===== config.mk =====
export PLATFORM = sky130hd
export DESIGN_NAME = multi_edge_detector
export DESIGN_NICKNAME = d
export VERILOG_FILES = /design/src/rtl/multi_edge_detector.sv
export SDC_FILE = /design/constraint.sdc
export NUM_CORES = 1
export LEC_CHECK = 0
export ABC_AREA = 1
export CAP_MARGIN = 20
export CORE_MARGIN = 2
export CORE_UTILIZATION = 65
export CTS_BUF_LIST = sky130_fd_sc_hd__clkbuf_2
export DETAILED_ROUTE_END_ITERATION = 16
export DONT_BUFFER_PORTS = 1
export GPL_ROUTABILITY_DRIVEN = 0
export PLACE_DENSITY = 0.83
export SETUP_SLACK_MARGIN = 0.15
export SYNTH_ARGS = -nofsm -noshare
export SYNTH_HDL_FRONTEND = slang
export SYNTH_SLANG_ARGS = --single-unit

===== constraint.sdc =====
create_clock -name clk -period 1.7 [get_ports clk]
set_clock_uncertainty 0.1 [all_clocks]
set_input_delay 0.085 -clock clk [delete_from_list [all_inputs] [get_ports clk]]
set_output_delay 0.085 -clock clk [all_outputs]
set_load 0.05 [all_outputs]

===== src/rtl/multi_edge_detector.sv =====
// Multi-channel push-button conditioner: per channel a synchroniser, a debouncer,
// selectable edge pulse and optional hold-to-repeat pulse train.
module multi_edge_detector #(
  parameter int CH          = 5,
  parameter int SYNC_STAGES = 2,
  parameter int DB_CYCLES   = 4,
  parameter int HOLD_CYCLES = 8,
  parameter int REP_CYCLES  = 4
) (
  input  logic          clk,
  input  logic          rst,
  input  logic [CH-1:0] w,
  input  logic [1:0]    mode,
  input  logic [CH-1:0] rep_en,
  output logic [CH-1:0] z,
  output logic [CH-1:0] level
);

  typedef enum logic [1:0] {
    EDGE_RISE = 2'b00,
    EDGE_FALL = 2'b01,
    EDGE_BOTH = 2'b10,
    EDGE_OFF  = 2'b11
  } edge_mode_e;

  localparam int DBW  = $clog2(DB_CYCLES) + 1;
  localparam int HMAX = (HOLD_CYCLES > REP_CYCLES) ? HOLD_CYCLES : REP_CYCLES;
  localparam int HW   = $clog2(HMAX + 1);

  localparam logic [DBW-1:0] DB_LAST  = DBW'(DB_CYCLES - 1);
  localparam logic [HW-1:0]  HOLD_END = HW'(HOLD_CYCLES);
  localparam logic [HW-1:0]  REP_END  = HW'(REP_CYCLES);

  edge_mode_e edge_mode;
  logic       rep_allowed;

  assign edge_mode   = edge_mode_e'(mode);
  assign rep_allowed = (edge_mode == EDGE_RISE) || (edge_mode == EDGE_BOTH);

  for (genvar i = 0; i < CH; i++) begin : g_ch
    logic [SYNC_STAGES-1:0] sync_q;
    logic                   ws;
    logic                   s_q;
    logic                   s_d_q;
    logic [DBW-1:0]         db_cnt_q;
    logic [HW-1:0]          hold_cnt_q;
    logic                   rep_phase_q;
    logic                   z_q;
    logic                   rise;
    logic                   fall;
    logic                   hold_active;
    logic                   rep_hit;
    logic                   edge_hit;

    assign ws = sync_q[SYNC_STAGES-1];

    // NOTE: the synchroniser is reset like every other flop so that a button
    // already pressed during reset is seen as a fresh rise after release.
    always_ff @(posedge clk or negedge rst) begin
      if (!rst) begin
        sync_q <= '0;
      end else begin
        // NOTE: non-blocking assignments keep every stage sampling the old value.
        sync_q <= {sync_q[SYNC_STAGES-2:0], w[i]};
      end
    end

    // Debounce: the synchronised value must disagree with s for DB_CYCLES
    // consecutive cycles; any agreement in between restarts the count.
    always_ff @(posedge clk or negedge rst) begin
      if (!rst) begin
        s_q      <= 1'b0;
        s_d_q    <= 1'b0;
        db_cnt_q <= '0;
      end else begin
        s_d_q <= s_q;
        if (ws == s_q) begin
          db_cnt_q <= '0;
        end else if (db_cnt_q == DB_LAST) begin
          s_q      <= ws;
          db_cnt_q <= '0;
        end else begin
          db_cnt_q <= db_cnt_q + 1'b1;
        end
      end
    end

    assign rise        = s_q & ~s_d_q;
    assign fall        = ~s_q & s_d_q;
    assign hold_active = rep_en[i] & s_q & rep_allowed;

    // First repeat after HOLD_CYCLES, then every REP_CYCLES; phase picks the period.
    assign rep_hit = hold_active &&
                     (rep_phase_q ? (hold_cnt_q == REP_END) : (hold_cnt_q == HOLD_END));

    always_ff @(posedge clk or negedge rst) begin
      if (!rst) begin
        hold_cnt_q  <= '0;
        rep_phase_q <= 1'b0;
      end else if (!hold_active) begin
        hold_cnt_q  <= '0;
        rep_phase_q <= 1'b0;
      end else if (rep_hit) begin
        hold_cnt_q  <= HW'(1);
        rep_phase_q <= 1'b1;
      end else begin
        hold_cnt_q  <= hold_cnt_q + 1'b1;
      end
    end

    always_comb begin
      // NOTE: default first so no path through the case leaves edge_hit unassigned.
      edge_hit = 1'b0;
      case (edge_mode)
        EDGE_RISE: edge_hit = rise;
        EDGE_FALL: edge_hit = fall;
        EDGE_BOTH: edge_hit = rise | fall;
        default:   edge_hit = 1'b0;
      endcase
    end

    always_ff @(posedge clk or negedge rst) begin
      if (!rst) begin
        z_q <= 1'b0;
      end else begin
        z_q <= edge_hit | rep_hit;
      end
    end

    assign z[i]     = z_q;
    assign level[i] = s_q;
  end

endmodule


Word-level counts from Yosys, hierarchy flattened
Cells that the tools add are included.
{"block": "word_totals", "ff_bits": 65, "inputBits": 14, "out_inout_bits": 10, "word_cells": 169}
{"block": "op_classes", "addsub": 10, "n_eq_ne": 27, "muxes": 40, "bitwise_logic": 45, "reduce_logical": 12}
{"cell": "$mux W4", "n": 10}
{"cell": "$mux W3", "n": 10}
{"cell": "$add A4 B1 Y4 const B", "n": 5}
{"cell": "$and A1 B1 Y1", "n": 20}
{"cell": "$eq A4 B3 Y1 const B", "n": 5}
{"cell": "$eq A4 B4 Y1 const B", "n": 5}
{"cell": "$add A3 B1 Y3 const B", "n": 5}
{"cell": "$eq A3 B2 Y1 const B", "n": 5}
{"cell": "$mux W1", "n": 15}
{"cell": "$not A1 Y1", "n": 15}
{"cell": "$pmux W1 S3", "n": 5}
{"cell": "$ne A2 B1 Y1 const B", "n": 5}
{"cell": "$or A1 B1 Y1", "n": 10}
{"cell": "$reduce_and A2 Y1", "n": 5}
{"cell": "$eq A1 B1 Y1", "n": 5}
{"cell": "$logic_and A1 B1 Y1", "n": 5}
{"cell": "$eq A2 B1 Y1 const B", "n": 1}
{"cell": "$eq A2 B2 Y1 const B", "n": 1}
{"cell": "$logic_not A2 Y1", "n": 1}
{"cell": "$logic_or A1 B1 Y1", "n": 1}

Longest topological paths before layout
Gate-level depths: netlist (run 1).
{"block": "logic_depth", "depth_word": 6, "mapped_depth": 7, "mapped_depth_nobuf": 7}

Worst setup path before layout (run 1)
OpenSTA, ideal clock, no wires.
{"block": "synth_timing", "path_type": "flip-flop to flip-flop", "start": "register g_ch[0].s_q", "end": "register g_ch[0].z_q", "setup_ns": 0.121, "t_arrival_ns": 0.999, "required_time_ns": 1.479, "setup_slack_ns": 0.480, "stages_incl_launch_ff": 8, "n_path_buf": 0, "period_less_slack_ns": 1.220, "path_cell_list": "dfrtp_1 inv_1 ha_1 inv_1 nand2_1 nand2_1 a21oi_1 nand2_1"}
{"block": "synth_via", "elab_chain_cells": 5, "elab_cells_between_ends": 9, "cone_classes": "1 x mux; 7 x bitwise; 1 x reduce/logical"}
{"item": "start, declared", "line_no": "43", "text": "logic s_q;"}
{"item": "start signal, assigned", "line_no": "80", "text": "s_q <= ws;"}
{"item": "$not A1 Y1", "line_no": "89", "text": "assign fall = ~s_q & s_d_q;"}
{"item": "$and A1 B1 Y1", "line_no": "89"}
{"item": "$or A1 B1 Y1", "line_no": "117", "text": "EDGE_BOTH: edge_hit = rise | fall;"}
{"item": "$pmux W1 S3", "line_no": "114", "text": "case (edge_mode)"}
{"item": "$or A1 B1 Y1 (*)", "line_no": "126", "text": "z_q <= edge_hit | rep_hit;"}
{"item": "end signal, assigned", "line_no": "126"}
{"item": "end, declared", "line_no": "48", "text": "logic z_q;"}
Every way passes the cells marked *; elsewhere a longest branch is shown, timed or not.
A chain may end at the register's enable or synchronous reset.

Worst setup path in the final report (run 1)
{"block": "layout_timing", "start": "register g_ch[3].z_q", "end": "output port z[3]"}
{"item": "start, declared", "line_no": "48"}
{"item": "start signal, assigned", "line_no": "126"}
{"item": "end, declared", "line_no": "15", "text": "output logic [CH-1:0] z,"}
No word-level cell between the ends.

==> results of run 1 <==
layer usage:
metal  wire length, um  vias up
met3               264        9
met1              2090      952
met2              2490       41
li1                  -      997
met5                 0        -
met4                78        0
cell usage in the layout, fill, tap and decap left out, types with 2 or more instances in the layout:
cell / instances
dfrtp_1: 65
nand2_1: 51
inv_1: 49
nor2_1: 26
ha_1: 25
nand3_1: 19
a21oi_1: 19
dlygate4sd3_1: 18
xnor2_1: 10
clkbuf_2: 9
inv_2: 8
nor2_4: 5
nor3b_1: 5
xor2_1: 5
nor3_1: 5
buf_4: 5
nand4_1: 3
clkinvlp_4: 2
bufinv_16: 2
logic make-up after synthesis:
group | Yosys count
and+or+nand+nor | 116
buffers and inverters | 68
DFF | 65
adders and majority gates | 25
AOI/OAI and AO/OA | 20
xor gates and xnor gates | 15
power breakdown:
group / total (mW) / switching, mW / leakage [nW] / internal (mW)
Clock: 1.05 / 0.566 / 0.0746 / 0.485
Combinational: 1.36 / 0.881 / 0.741 / 0.478
Sequential: 2.21 / 0.365 / 0.839 / 1.84
metrics by stage:
| stage | cell area [sq um] | util, % | total power [mW] |
|---|---|---|---|
| 6_report | 3380 | 76.6 | 4.62 |
| 5_1_grt | 3380 | 76.6 | 4.95 |
| 4_1_cts | 3370 | 76.4 | 4.64 |
| 3_5_place_dp | 3030 | 68.5 | 3.50 |
| 3_3_place_gp | 3030 | 68.5 | 3.41 |
| 2_1_floorplan | 3010 | - | 3.35 |
worst register-to-register path, stage by stage (launching register included):
cell and delay, ps:
dfrtp_1 390, inv_1 70, ha_1 290, inv_1 50, nand2_1 60, nand2_1 70
a21oi_1 160, nand2_1 70
state kept, by name (all words and copies together) (netlist names):
signal            cells
g_ch.s_d_q            5
g_ch.z_q              5
g_ch.db_cnt_q        15
g_ch.sync_q          10
g_ch.rep_phase_q      5
g_ch.s_q              5
g_ch.hold_cnt_q      20
layout make-up:
class | count | area share, %
Inverter | 57 | 6.32
Multi-Input combinational cell | 176 | 32.0
Timing Repair Buffer | 25 | 7.62
Tap cell | 52 | 1.92
Sequential cell | 65 | 48.1
Clock inverter | 6 | 2.74
Clock buffer | 9 | 1.33
repair_timing:
item	4_1_cts	5_1_grt
hold buffers	19	1
setup endpoints to repair	0	2
resized for setup	0	1
hold endpoints to repair	100	1
final timing paths:
kind                                   start                     to  cells past startpoint
max reg2reg                      g_ch[2].s_q            g_ch[2].z_q                      7
min                                rep_en[4]    g_ch[4].rep_phase_q                      5
max in group asynchronous                rst          g_ch[1].s_d_q                      3
min reg2reg                g_ch[3].sync_q[0]      g_ch[3].sync_q[1]                      0
max                              g_ch[3].z_q                   z[3]                      0
min in group asynchronous                rst  g_ch[2].hold_cnt_q[2]                      3
==> results.toml, run 1 <==
[run_status]
outcome = "completed"

[synth]
synthArstFlopShare_pct = 100
syn_nets = 348
synth-edff-count = 0
synth_warnings = 0
yosysMostFrequentCell = "dfrtp_1"
synth-compound-area-share_pct = 3.45
synth_mux_area_share_pct = 0
synth_cell_type_count = 19
synthTopCellsByCount = "dfrtp_1, nand2_1, inv_1, nor2_1, ha_1"
synth_top_area_cell = "dfrtp_1"
synth_seq_cells = 65
ys_seq_area_share_pct = 54.1
yosysTopAreaCellShare_pct = 54.1
yosys_most_used_dff = "dfrtp_1"
synthSimpleGateAreaFrac_pct = 17.8
syn_avg_cell_area_sq_um = 9.74
postSynthCellCount = 309
syn_area_sq_um = 3010
synth-xor-area-share_pct = 4.37
synth_top_family_by_area = "simple AND/OR/NAND/NOR gates"
synth.area.top_cells = "dfrtp_1, ha_1, nand2_1, inv_1, nor2_1"
synthAdderAreaFrac_pct = 10.4

[routing]
ant_nets = 0
drt_iter0_markers = 57
wl_um = 4930
firstDrtPassIters = 6
remaining_drc_errors = 0
wire_per_inst_um = 12.6
dr_total_vias = 1999
viasPerCell = 5.13

[placed_design]
port_buffers = 0
pre_cts_ws_ps = 480
dp_hpwl_um = 3220
dp_cells = 355

[cts]
clock_sinks = 65
path_clk_slew_ps = 180
cts_tree = "yes"
clk_latency_ps = 510
clockRootBuffer = "clkbuf_2"
post_cts_buffers = 0
cts_buffer_depth = 2
htree_num_levels = 3
cts_made_buffers = 9

[die]
start_util_pct = 68.2
die_w_um = 72.0
core_sq_um = 4410
die_area_sq_um = 5190
die_h_um = 72.0
num_rows = 24
io_pins = 24

[final_layout]
num_antenna_cells = 0
syn2layout_area_growth_pct = 12.4
nets = 373
drive_above_1_share_pct = 10.9
seq_area_sq_um = 1630
multiInputGateArea_sq_um = 1080
n_fill_cell = 274
final_cells = 390

[timing]
fin_crit_sh_pct = 79.0
timing.setup.tns_ps = 0
rsz0062_at_grt = "false"
hold_viol_final = 0
slew_headroom_pct = 40.9
setup_slack_ps = 358
worst_slew_pin_slew_ps = 886
min_period_ps = 1340
max_freq_mhz = 745
final-max-slew-violation-count = 0
setup_viol = 0
timing.hold.ws_ps = 267

[worst_setup_path]
rrSetupSlack_ps = 370
startpoint_type = "flop"
worst-endpoint-required_ps = 1510
cp_max_fo = 1
critical_path_class = "flop to output port"
cp-end-kind = "output port"
critPathArrivalTime_ps = 1160

[grt]
grt_usage_pct = 22.1
grt_pass1_vias = 2036
grt_use_met1_pct = 24.6
grt_overflow = 0
met2_usage_pct = 37.9
grtUsageMet3_pct = 10.7
grt_max_degree = 66
grt_pass1_wl_um = 8570
top_usage_layer = "met2"
antenna_found_initial = 0

[power]
powerDensity_nw_per_um2 = 1360
max-vdd-ir-drop_uv = 717
p_leak_nw = 1.65

[worst_hold_path]
min-delay-path-class = "primary input to flop"

[job]
cap_viol_max_count = 0
Note: power is estimated with default switching activity, not from simulation.
==> run 2: changes to the inputs <==
Clock period 1.7 ns to 1.32 ns, I/O delays scaled along.
==> run 2 against run 1 <==
Net effect: the flow now finishes with violations (negative hold slack, negative setup slack); first-iteration DRC count rose to 2.8 times the previous value; non-clock buffer count up 7; sequential share of layout area down 4.7 points; combinational power up 120%; worst setup slack worse by 410 ps; clock-buffer cell count up 3; clock power down 8%; register-to-register slack worse by 400 ps.
==> results.toml, run 2 (synthesis results as in run 1) <==
[placed_design]
placed_cell_area_sq_um = 3060
port_buffers = 0
dp_cells = 359
dp_hpwl_um = 3300

[timing]
min_period_ps = 1380
setup_slack_ps = -56.8
timing.setup.tns_ps = -160
worst_slew_pin_slew_ps = 641
rsz0062_at_grt = "true"
max_freq_mhz = 726
slew_headroom_pct = 57.1
final-max-slew-violation-count = 0
hold_viol_final = 95
setup_viol = 4
fin_crit_sh_pct = 104
timing.hold.ws_ps = -886

[worst_setup_path]
startpoint_type = "flop"
critical_path_class = "flop to output port"
cp_max_fo = 2
reg2reg_depth = 6
cp-end-kind = "output port"
worstReg2RegStart = "g_ch[0].s_q"
rrSetupSlack_ps = -30
r2r-end = "g_ch[0].z_q"
worst-endpoint-required_ps = 1150
critPathArrivalTime_ps = 1210

[final_layout]
reg_top3 = "g_ch.hold_cnt_q x20, g_ch.db_cnt_q x15, g_ch.sync_q x10"
stdcell_area_sq_um = 3770
nets = 380
num_antenna_cells = 0
n_fill_cell = 236
seq_area_sq_um = 1630
multiInputGateArea_sq_um = 1430
top_register = "g_ch.hold_cnt_q"
final_cells = 398
syn2layout_area_growth_pct = 25.2
largest_reg_flops = 20
drive_above_1_share_pct = 35.8
layout_commonest_cell = "dfrtp_1"
layout_common_cells = "dfrtp_1, inv_1, nand2_1, nor2_1, nand3_1"

[routing]
ant_nets = 0
firstDrtPassIters = 4
remaining_drc_errors = 0
wl_met3_um = 253
wire_per_inst_um = 16.2
drt_iter0_markers = 158
met1_length_um = 2520
dr_total_vias = 2137
viasPerCell = 5.37
wl_um = 6440
top_layer = "met4"
met2_length_um = 3560

[die]
io_pins = 24
num_rows = 24
core_sq_um = 4410
die_w_um = 72.0
die_h_um = 72.0
die_area_sq_um = 5190
start_util_pct = 68.2

[power]
max-vdd-ir-drop_uv = 1200
pwr-share-clk_pct = 14.1
combPwrFrac_pct = 42.9
powerDensity_nw_per_um2 = 1820
p_sw_mw = 2.78
power.total_mw = 6.85
swShare_pct = 40.6
p_leak_nw = 1.74
p_seq_share_pct = 43.0
p_int_mw = 4.07

[grt]
grt_pass1_wl_um = 8930
grt_overflow = 0
grt_max_degree = 66
antenna_found_initial = 0
grt_usage_pct = 22.8
grt_pass1_vias = 2111

[run_status]
outcome = "complete, but fails checks"
failed_checks = "negative hold slack, negative setup slack"

[cts]
clock_sinks = 65
cts_tree = "yes"
cts_made_buffers = 9
clockRootBuffer = "clkbuf_2"
cts_buffer_depth = 2
path_clk_slew_ps = 190
holdBufCountCts = 10
clk_latency_ps = 510
htree_num_levels = 3

[worst_hold_path]
min-delay-path-class = "primary input to asynchronous set/reset pin"

[job]
cap_viol_max_count = 0
-- run 2: cell count changes in the layout (fill, tap and decap cells not counted), sizes merged --
cell | before | now
clkinv | 1 | 4
inv | 58 | 57
dlygate4sd3 | 18 | 10
dlymetal6s4s | 1 | 0
clkbuf | 9 | 12
buf | 6 | 22
bufinv | 2 | 0
clkinvlp | 2 | 0
-- run 2: power by group through the flow --
stage	clock network, mW	logic (mW)	registers (mW)
floorplan	0	1.68	2.64
global placement	0	1.61	2.87
detailed placement	0	1.70	2.90
CTS	0.962	2.39	2.92
global route	1.05	3.16	2.99
finish	0.962	2.94	2.95
-- run 2: worst max path at each step --
stage / from / end
floorplan: g_ch[0].s_q / g_ch[0].z_q
global placement: g_ch[4].s_q / g_ch[4].z_q
detailed placement: g_ch[1].s_q / g_ch[1].z_q
CTS: g_ch[0].s_q / level[0]
global route: g_ch[3].s_q / level[3]
finish: g_ch[3].s_q / level[3]
-- run 2: timing repair --
action                                 CTS  global route
setup endpoints to repair               22            50
pin swaps                               12            18
endpoints found under the hold margin  100            95
setup buffers                            9             4
gates resized for setup                 41            63
-- run 2: final cells by class --
type	instances	area share, %
clock inverters	4	0.531
repair buffers	32	9.27
flip-flops and latches	65	43.4
well taps	52	1.73
clock buffers	12	1.59
inverters	57	5.68
multi-input cells	176	37.8
-- run 2: metrics by stage --
stage / util, % / worst slack (ps)
2_1_floorplan: - / 105
3_3_place_gp: 69.2 / 150
3_5_place_dp: 69.2 / 116
4_1_cts: 79.1 / -45.9
5_1_grt: 85.3 / -110
6_report: 85.3 / -56.8
-- run 2: critical path: stages, from the launching register on --
cell,delay (ps)
dfrtp_1,440
buf_6,140
buf_8,140
-- run 2: metal layers --
metal  global-route usage (%)  up-vias
met4                     9.43        0
met2                     38.9       55
li1                         -     1008
met3                     7.22       11
met1                     26.7     1063
met5                        0        -
